--- src/rtl/keccak_x_heep_pkg.sv ---
// Shared constants and FSM state type for the keccak register-bus initiator.
package keccak_x_heep_pkg;

  localparam int unsigned WORD_W          = 32;
  localparam int unsigned WORD_BYTES      = WORD_W / 8;
  localparam int unsigned MAX_LEN_DEFAULT = 64;

  typedef enum logic [2:0] {
    IDLE,
    WR_WAIT,
    REQ,
    RD_OUT,
    DONE
  } init_state_e;

endpackage

--- src/rtl/reg_pkg.sv ---
// Register-bus request/response types shared by initiators and targets.
package reg_pkg;

  typedef struct packed {
    logic [31:0] addr;
    logic        write;
    logic [31:0] wdata;
    logic [3:0]  wstrb;
    logic        valid;
  } reg_req_t;

  typedef struct packed {
    logic [31:0] rdata;
    logic        error;
    logic        ready;
  } reg_rsp_t;

endpackage

--- src/rtl/keccak_reg_initiator.sv ---
// Burst initiator: turns one command plus write/read streams into single-word register-bus accesses.
// Optional register-bus watchdog is enabled by defining KECCAK_REG_INITIATOR_TIMEOUT_EN.
module keccak_reg_initiator
  import keccak_x_heep_pkg::*;
#(
  parameter int unsigned  MAX_LEN        = MAX_LEN_DEFAULT,
  parameter int unsigned  TIMEOUT_CYCLES = 256,
  localparam int unsigned LEN_W          = $clog2(MAX_LEN) + 1
) (
  input  logic              clk_i,
  input  logic              rst_ni,
  input  logic              cmd_valid_i,
  output logic              cmd_ready_o,
  input  logic              cmd_write_i,
  input  logic [WORD_W-1:0] cmd_addr_i,
  input  logic [LEN_W-1:0]  cmd_len_i,
  input  logic              wr_valid_i,
  output logic              wr_ready_o,
  input  logic [WORD_W-1:0] wr_data_i,
  output logic              rd_valid_o,
  input  logic              rd_ready_i,
  output logic [WORD_W-1:0] rd_data_o,
  output logic              busy_o,
  output logic              done_o,
  output logic              err_o,
  output reg_pkg::reg_req_t reg_req_o,
  input  reg_pkg::reg_rsp_t reg_rsp_i
);

  init_state_e       r_state;
  init_state_e       w_state_nxt;
  logic [WORD_W-1:0] r_addr;
  logic [LEN_W-1:0]  r_cnt;
  logic              r_write;
  logic [WORD_W-1:0] r_wdata;
  logic [WORD_W-1:0] r_rd_data;
  logic              r_err;

  logic w_accept;
  logic w_wr_hs;
  logic w_bus_ok;
  logic w_bus_err;
  logic w_rd_hs;
  logic w_last;
  logic w_timeout;

  assign w_accept  = (r_state == IDLE) && cmd_valid_i;
  assign w_wr_hs   = (r_state == WR_WAIT) && wr_valid_i;
  assign w_bus_ok  = (r_state == REQ) && reg_rsp_i.ready && !reg_rsp_i.error;
  assign w_bus_err = (r_state == REQ) && reg_rsp_i.ready && reg_rsp_i.error;
  assign w_rd_hs   = (r_state == RD_OUT) && rd_ready_i;
  assign w_last    = (r_cnt == LEN_W'(1));

  // NOTE: clocked state uses non-blocking assignments so every register samples pre-edge values.
  always_ff @(posedge clk_i) begin
    if (!rst_ni) begin
      r_state <= IDLE;
    end else begin
      r_state <= w_state_nxt;
    end
  end

  // NOTE: next state defaults to the current one first, so no path through the case infers a latch.
  always_comb begin
    w_state_nxt = r_state;
    case (r_state)
      IDLE: begin
        if (w_accept) begin
          if (cmd_len_i == '0) begin
            w_state_nxt = DONE;
          end else if (cmd_write_i) begin
            w_state_nxt = WR_WAIT;
          end else begin
            w_state_nxt = REQ;
          end
        end
      end
      WR_WAIT: begin
        if (wr_valid_i) begin
          w_state_nxt = REQ;
        end
      end
      REQ: begin
        if (w_bus_err || w_timeout) begin
          w_state_nxt = DONE;
        end else if (w_bus_ok) begin
          if (!r_write) begin
            w_state_nxt = RD_OUT;
          end else if (w_last) begin
            w_state_nxt = DONE;
          end else begin
            w_state_nxt = WR_WAIT;
          end
        end
      end
      RD_OUT: begin
        if (rd_ready_i) begin
          w_state_nxt = w_last ? DONE : REQ;
        end
      end
      DONE:    w_state_nxt = IDLE;
      default: w_state_nxt = IDLE;
    endcase
  end

  // NOTE: data registers are reset too, so a reset mid-burst leaves no stale word to replay or expose.
  always_ff @(posedge clk_i) begin
    if (!rst_ni) begin
      r_addr    <= '0;
      r_cnt     <= '0;
      r_write   <= 1'b0;
      r_wdata   <= '0;
      r_rd_data <= '0;
      r_err     <= 1'b0;
    end else begin
      if (w_accept) begin
        r_addr  <= cmd_addr_i;
        r_cnt   <= cmd_len_i;
        r_write <= cmd_write_i;
        r_err   <= 1'b0;
      end
      if (w_wr_hs) begin
        r_wdata <= wr_data_i;
      end
      if (w_bus_ok && !r_write) begin
        r_rd_data <= reg_rsp_i.rdata;
      end
      // Address and count advance once a word has fully left the initiator.
      if ((w_bus_ok && r_write) || w_rd_hs) begin
        r_addr <= r_addr + WORD_W'(WORD_BYTES);
        r_cnt  <= r_cnt - LEN_W'(1);
      end
      if (w_bus_err || w_timeout) begin
        r_err <= 1'b1;
      end
    end
  end

`ifdef KECCAK_REG_INITIATOR_TIMEOUT_EN
  localparam int unsigned TO_W = $clog2(TIMEOUT_CYCLES + 1);

  logic [TO_W-1:0] r_to_cnt;

  // Counts consecutive REQ cycles without a response; restarts for every new request.
  always_ff @(posedge clk_i) begin
    if (!rst_ni) begin
      r_to_cnt <= '0;
    end else if ((r_state == REQ) && !reg_rsp_i.ready) begin
      r_to_cnt <= r_to_cnt + TO_W'(1);
    end else begin
      r_to_cnt <= '0;
    end
  end

  assign w_timeout = (r_state == REQ) && !reg_rsp_i.ready &&
                     (r_to_cnt == TO_W'(TIMEOUT_CYCLES - 1));
`else
  assign w_timeout = 1'b0;

  // The watchdog limit only matters when the timeout option is built in.
  if (TIMEOUT_CYCLES == 0) begin : g_no_watchdog_limit
  end
`endif

  assign cmd_ready_o = (r_state == IDLE);
  assign wr_ready_o  = (r_state == WR_WAIT);
  assign rd_valid_o  = (r_state == RD_OUT);
  assign rd_data_o   = r_rd_data;
  assign busy_o      = (r_state != IDLE);
  assign done_o      = (r_state == DONE);
  assign err_o       = r_err;

  always_comb begin
    reg_req_o = '0;
    if (r_state == REQ) begin
      reg_req_o.valid = 1'b1;
      reg_req_o.addr  = r_addr;
      reg_req_o.write = r_write;
      reg_req_o.wdata = r_wdata;
      reg_req_o.wstrb = 4'hF;
    end
  end

endmodule

--- config.mk ---
export PLATFORM = sky130hd
export DESIGN_NAME = keccak_reg_initiator
export DESIGN_NICKNAME = d
export VERILOG_FILES = /design/src/rtl/keccak_x_heep_pkg.sv /design/src/rtl/reg_pkg.sv /design/src/rtl/keccak_reg_initiator.sv
export SDC_FILE = /design/constraint.sdc
export NUM_CORES = 1
export LEC_CHECK = 0
export BUFFER_PORTS_ARGS = -buffer_cell sky130_fd_sc_hd__clkbuf_2
export CAP_MARGIN = 20
export CORE_ASPECT_RATIO = 0.8
export CORE_MARGIN = 2
export CORE_UTILIZATION = 35
export CTS_BUF_LIST = sky130_fd_sc_hd__clkbuf_8
export DETAILED_ROUTE_END_ITERATION = 10
export PLACE_DENSITY = 0.64
export RECOVER_POWER = 100
export SLEW_MARGIN = 20
export SYNTH_ARGS = -nofsm -noshare
export SYNTH_HDL_FRONTEND = slang
export SYNTH_SLANG_ARGS = --single-unit
--- constraint.sdc ---
create_clock -name clk_i -period 2.8 [get_ports clk_i]
set_input_delay 0.56 -clock clk_i [delete_from_list [all_inputs] [get_ports clk_i]]
set_output_delay 0.56 -clock clk_i [all_outputs]
set_load 0.05 [all_outputs]
==> After elaboration in Yosys (flattened, before gate mapping) <==
Index checks and enable logic that the tools add are counted.
{ "word_totals": {"output_inout_bits": 108, "in_bits": 111, "reg_bits": 108, "word_cells": 53} }
{ "classes": {"muxes": 18, "n_reduce_logical": 17, "addsub": 2, "eq_ne": 9} }
{ "ops": {"columns": ["operator", "count"], "rows": [
  ["two-way mux 70 bit", 1],
  ["two-way mux 32 bit", 2],
  ["adder 32 x 3 -> 32 bit (second input constant)", 1],
  ["two-way mux 3 bit", 9],
  ["two-way mux 7 bit", 2],
  ["one-hot mux 3 bit (4 select lines)", 1],
  ["logical AND 1 bit", 8],
  ["== test 7 x 1 -> 1 bit (second input constant)", 1],
  ["logical NOT 7 bit", 1],
  ["subtractor 7 x 1 -> 7 bit (second input constant)", 1],
  ["== test 3 x 2 -> 1 bit (second input constant)", 2],
  ["!= test 2 x 1 -> 1 bit (second input constant)", 2],
  ["AND reduction 4 bit", 1],
  ["nonzero test 2 bit", 2],
  ["== test 3 x 1 -> 1 bit (second input constant)", 1],
  ["== test 3 bit (second input constant)", 1],
  ["logical NOT 3 bit", 1],
  ["!= test 3 bit (second input constant)", 1],
  ["nonzero test 3 bit", 1],
  ["logical NOT 1 bit", 2],
  ["two-way mux 1 bit", 2],
  ["two-way mux 2 bit", 1],
  ["!= test 2 bit (second input constant)", 1],
  ["logical OR 1 bit", 1]
]} }

==> Logic depth before layout (Yosys ltp) <==
{ "depth": {"depth_word": 6, "depth_mapped": 8, "depth_no_buf": 6} }

==> Worst setup path before layout <==
No wires, ideal clock.
{ "synth_timing": {"kind": "register to output", "from": "register r_state[0]", "to": "output busy_o", "t_required_ns": 2.240, "path_buffers": 1, "path_slack_ns": -0.132, "arrival_ns": 2.372, "stages_incl_launch_ff": 4, "path_cell_list": "dfxtp_1 clkbuf_1 nor3_1 inv_1"} }
{ "synth_between": {"elab_chain_cells": 1} }
{ "synth_lines": {"columns": ["item", "line", "source"], "rows": [
  ["start: declaration", "keccak_reg_initiator.sv:30", "init_state_e r_state;"],
  ["start signal: assignment", "keccak_reg_initiator.sv:59", "r_state <= w_state_nxt;"],
  ["nonzero test 3 bit", "keccak_reg_initiator.sv:169", "assign busy_o = (r_state != IDLE);"],
  ["end: declaration", "keccak_reg_initiator.sv:23", "output logic busy_o,"]
]} }
No other way between the ends.

==> results summary <==
The register area came out at approximately 0.0022 sq mm. The final routed wire length divided by cell count came out at about 14 microns. The quantity of gates resized following cts is 0. The chip width came out at 140 microns. The global-route congestion overflow total came out at 0. The maximum number of buffers from clock root to sink came out at 2. The number of filler cells placed in the layout is between 1500 and 2000. The final period demand of the worst path is 2.58 ns. The remaining number of nets flagged by the antenna check after routing came out at 0. The tree is rooted in a sky130_fd_sc_hd__clkbuf_8. The average vias per placed instance came out at between 4 and 5. In this run the critical register-to-register path is captured at r_addr[12]. Yosys mapped a number of flops with a built-in enable equal to 0. Post-CTS timing repair inserted 0 buffers for setup. The effective utilization at floorplan came out at a little over a third.

The critical path capture point type is a primary output. The startpoint identified for the worst register-to-register timing path is r_state[2]. The signal arrival time at the worst endpoint came out at ~2 ns. STA classifies the critical path startpoint as a flip-flop. The clock reaches the later pin of the worst-skew pair after about 0.38 ns. In this run the worst hold path is classified as input pin to flip-flop. The proportion of register bits with asynchronous set or reset after synthesis is 0%. The power per cell area is around 720 mW/mm^2. The clock network burns between 10% and 20% of the power. The per-instance average area after synthesis came out at between 7 and 8 sq um. The post-synthesis sequential area ratio is between 40% and 50%.

The worst clock skew came out at between 0.006 and 0.007 ns. The region available for standard cell placement spans ~0.014 sq mm. The number of rows created at floorplan is 39. Max-cap violations in this run came to 0. The cts-stage hold buffer count is 0. Entering global routing, the biggest net connects 73 pins. Net switching is 43.7% of the power. Summing over every cut layer, the via total after detailed routing is 5308. Setup repair after global routing left no endpoint under its margin. The startpoint identified for the worst hold timing path is reg_rsp_i[13].

The data required time of the worst path is around 2.2 ns. TritonCTS built the clock tree. The diode insertion count for antenna repair came out at 0. The setup path with the least slack is of type flip-flop to primary output. Hold is met by about 0.38 ns.

The worst path uses between 90% and 100% of the clock period. The via count of the first global-routing pass was about 5000. The max-slew violation count came out at 0. For the final routed database, the setup TNS stands at 0 ns. The fraction of power consumed by combinational cells is 38.3%. The max-slew headroom at the worst pin is 9.12%. The sequential fraction of design power came out at between 40% and 50%.

The wire length of the first global-routing pass is between 20 and 25 mm. The die area is ~0.016 sq mm. The synthesized netlist net count is just under 800. The share of the synthesized area in the top cell type is around 42%.

The H-tree generated during clock tree synthesis spans 3 levels. The number of cells traversed by the worst register-to-register path came out at 6. The total setup violations reported at the end of the flow came out at 0. Sorting the synthesized cells by area gives the leading types as sky130_fd_sc_hd__dfxtp_1, sky130_fd_sc_hd__nand2_1, sky130_fd_sc_hd__a21oi_1. Routability-driven placement finished with a final weighted congestion of 0.827. The run finished with clean final reports. The total of flip-flops plus latches after synthesis came out at between 100 and 150. The number of cells on the worst hold path came out at 3. The number of placed I/O pins came out at about 220. In the global route stage, overall resource usage came out at a little under a fifth.

The area overhead of the layout relative to synthesis came out at 28.4%. The post-synthesis instance area came out at around 0.0052 sq mm. Based on the critical path, the design can be clocked at up to roughly 390 MHz.

The clock slew seen by the registers of the worst setup and hold paths is approximately 0.11 ns. The leading area contributor after synthesis is sky130_fd_sc_hd__dfxtp_1. Among all flip-flop cells after synthesis, the most frequent one is sky130_fd_sc_hd__dfxtp_1. The die span in y came out at 113 microns. After the first detailed-routing iteration, the DRC count stood at ~300. The number of buffers added by the clock tree synthesis step is 9. At the pin with the least slew margin, the transition time is between 1 and 1.5 ns. IR analysis of the VDD net gives a maximum drop of around 0.0003 V. For this design, the sink count on the clock tree is about 110. The instance count of the mapped netlist is 682.

The area occupied by multi-input gates came out at ~0.0028 sq mm. The register-to-register setup slack is around 0.25 ns. Of the cells placed in the final design, the portion with a size suffix greater than 1 is roughly a quarter. The worst hold path terminates at rd_data_o[11]. The final net count is 990.

The number of hold violations in the final report is 0. The total iterations of the first detailed-routing run came out at 5. The top fanout value on the critical path came out at approximately 70. Wires add up to between 15 and 20 mm. The initial antenna violation count is 0. The switching component of the power is ~2.1 mW. The internal power summed over all cells is between 2 and 3 mW.

The leakage power summed over all cells is around 2.7 nW. The distinct cell type count after synthesis came out at 59. The yosys synthesis warning count came out at 0. In the routed design, unresolved DRC markers number 0. The count of buffers from port buffering is approximately 220.

The placed wire-length estimate after detailed placement came out at approximately 11 mm.
==> how the worst max path moves through the flow <==
stage	slack, ns	startpoint	endpoint	depth (start not counted)
global placement	0.63	reg_rsp_i[0]	r_cnt[4]	6
floorplan	0.30	r_state[2]	reg_req_o[60]	4
global route	0.03	r_state[1]	reg_req_o[38]	4
CTS	0.17	r_state[1]	reg_req_o[33]	4
detailed placement	0.59	reg_rsp_i[0]	r_cnt[4]	6
finish	0.22	r_state[1]	reg_req_o[22]	4
==> worst max-delay path, stage by stage, from the launching register on <==
cell	delay [ns]
sky130_fd_sc_hd__dfxtp_1	0.58
sky130_fd_sc_hd__nor3b_4	0.29
sky130_fd_sc_hd__buf_12	0.28
sky130_fd_sc_hd__and2_0	0.18
sky130_fd_sc_hd__clkbuf_2	0.28
==> layout make-up <==
cell class | instances | share of cell area (%)
clock buffers | 9 | 1.85
clock inverters | 7 | 0.842
inverters | 12 | 0.674
multi-input cells | 511 | 41.7
flip-flops and latches | 108 | 32.3
well taps | 184 | 3.44
repair buffers | 234 | 19.1
==> power groups by stage <==
stage	registers, mW	clock network, mW	logic, mW
after floorplan	2.10	0	1.31
after global placement	2.09	0	1.88
after detailed placement	2.09	0	1.88
after CTS	2.06	0.956	1.88
after global routing	2.10	1.01	2.02
final	2.06	0.910	1.84
==> state kept, by name, indices dropped and copies added, names as in the netlist <==
register,cells
r_write,1
r_wdata,32
rd_data_o,32
r_cnt,7
err_o,1
r_addr,32
r_state,3
==> layer usage <==
layer  up-vias  wire length [microns]  track usage [%]
li1       2722                      -                -
met1      2404                   7300             25.6
met4         0                    138             4.78
met5         -                      0                0
met2       173                   6670             30.1
met3         9                   1200             6.35
==> cells in the final DEF, fill, tap and decap left out, types with 10 or more instances in the layout <==
cell	instances
sky130_fd_sc_hd__and2_0	27
sky130_fd_sc_hd__inv_1	11
sky130_fd_sc_hd__dfxtp_1	108
sky130_fd_sc_hd__clkbuf_2	173
sky130_fd_sc_hd__a31oi_1	10
sky130_fd_sc_hd__nand3_1	13
sky130_fd_sc_hd__clkbuf_1	42
sky130_fd_sc_hd__a21oi_1	89
sky130_fd_sc_hd__nand2_1	175
sky130_fd_sc_hd__nor2_1	18
sky130_fd_sc_hd__buf_4	10
sky130_fd_sc_hd__and2_1	42
sky130_fd_sc_hd__o21ai_0	17
sky130_fd_sc_hd__nand4_1	11
==> per-stage QoR <==
step | std cells | power, mW | util [%] | instance area (sq um) | worst slack, ns
floorplan | 682 | 3.40 | - | 5210 | 0.304
global placement | 1049 | 3.96 | 45.7 | 6580 | 0.633
detailed placement | 1049 | 3.97 | 45.7 | 6580 | 0.588
CTS | 1065 | 4.90 | 47.0 | 6760 | 0.171
global route | 1065 | 5.13 | 46.4 | 6690 | 0.0335
finish | 1065 | 4.81 | 46.4 | 6690 | 0.220
==> synthesized netlist by cell type (3+ instances only) <==
| cell | instances |
|---|---|
| sky130_fd_sc_hd__or3_1 | 8 |
| sky130_fd_sc_hd__o21ai_0 | 17 |
| sky130_fd_sc_hd__xor2_1 | 5 |
| sky130_fd_sc_hd__o21a_1 | 5 |
| sky130_fd_sc_hd__nor2b_1 | 4 |
| sky130_fd_sc_hd__clkbuf_1 | 34 |
| sky130_fd_sc_hd__a31oi_1 | 10 |
| sky130_fd_sc_hd__a211oi_1 | 5 |
| sky130_fd_sc_hd__xnor2_1 | 4 |
| sky130_fd_sc_hd__buf_2 | 12 |
| sky130_fd_sc_hd__o31a_1 | 3 |
| sky130_fd_sc_hd__and3_1 | 7 |
| sky130_fd_sc_hd__nor3_1 | 7 |
| sky130_fd_sc_hd__nand3_1 | 13 |
| sky130_fd_sc_hd__and2_1 | 69 |
| sky130_fd_sc_hd__nand4_1 | 11 |
| sky130_fd_sc_hd__nor4_1 | 7 |
| sky130_fd_sc_hd__a221oi_1 | 3 |
| sky130_fd_sc_hd__nand2_1 | 175 |
| sky130_fd_sc_hd__nor2_1 | 18 |
| sky130_fd_sc_hd__dfxtp_1 | 108 |
| sky130_fd_sc_hd__inv_1 | 11 |
| sky130_fd_sc_hd__o311a_1 | 3 |
| sky130_fd_sc_hd__a21oi_1 | 89 |
| sky130_fd_sc_hd__o211ai_1 | 8 |
| sky130_fd_sc_hd__buf_4 | 5 |
| sky130_fd_sc_hd__ha_1 | 3 |
==> cells by family after synthesis <==
| group | share of synthesized area (%) |
|---|---|
| simple gates | 32.2 |
| xor+xnor | 1.51 |
| buf+inv | 5.19 |
| fa+ha+maj | 0.721 |
| flops | 41.5 |
| compound gates | 18.4 |
| mux | 0.409 |
Power figures use the tool's default switching activity.
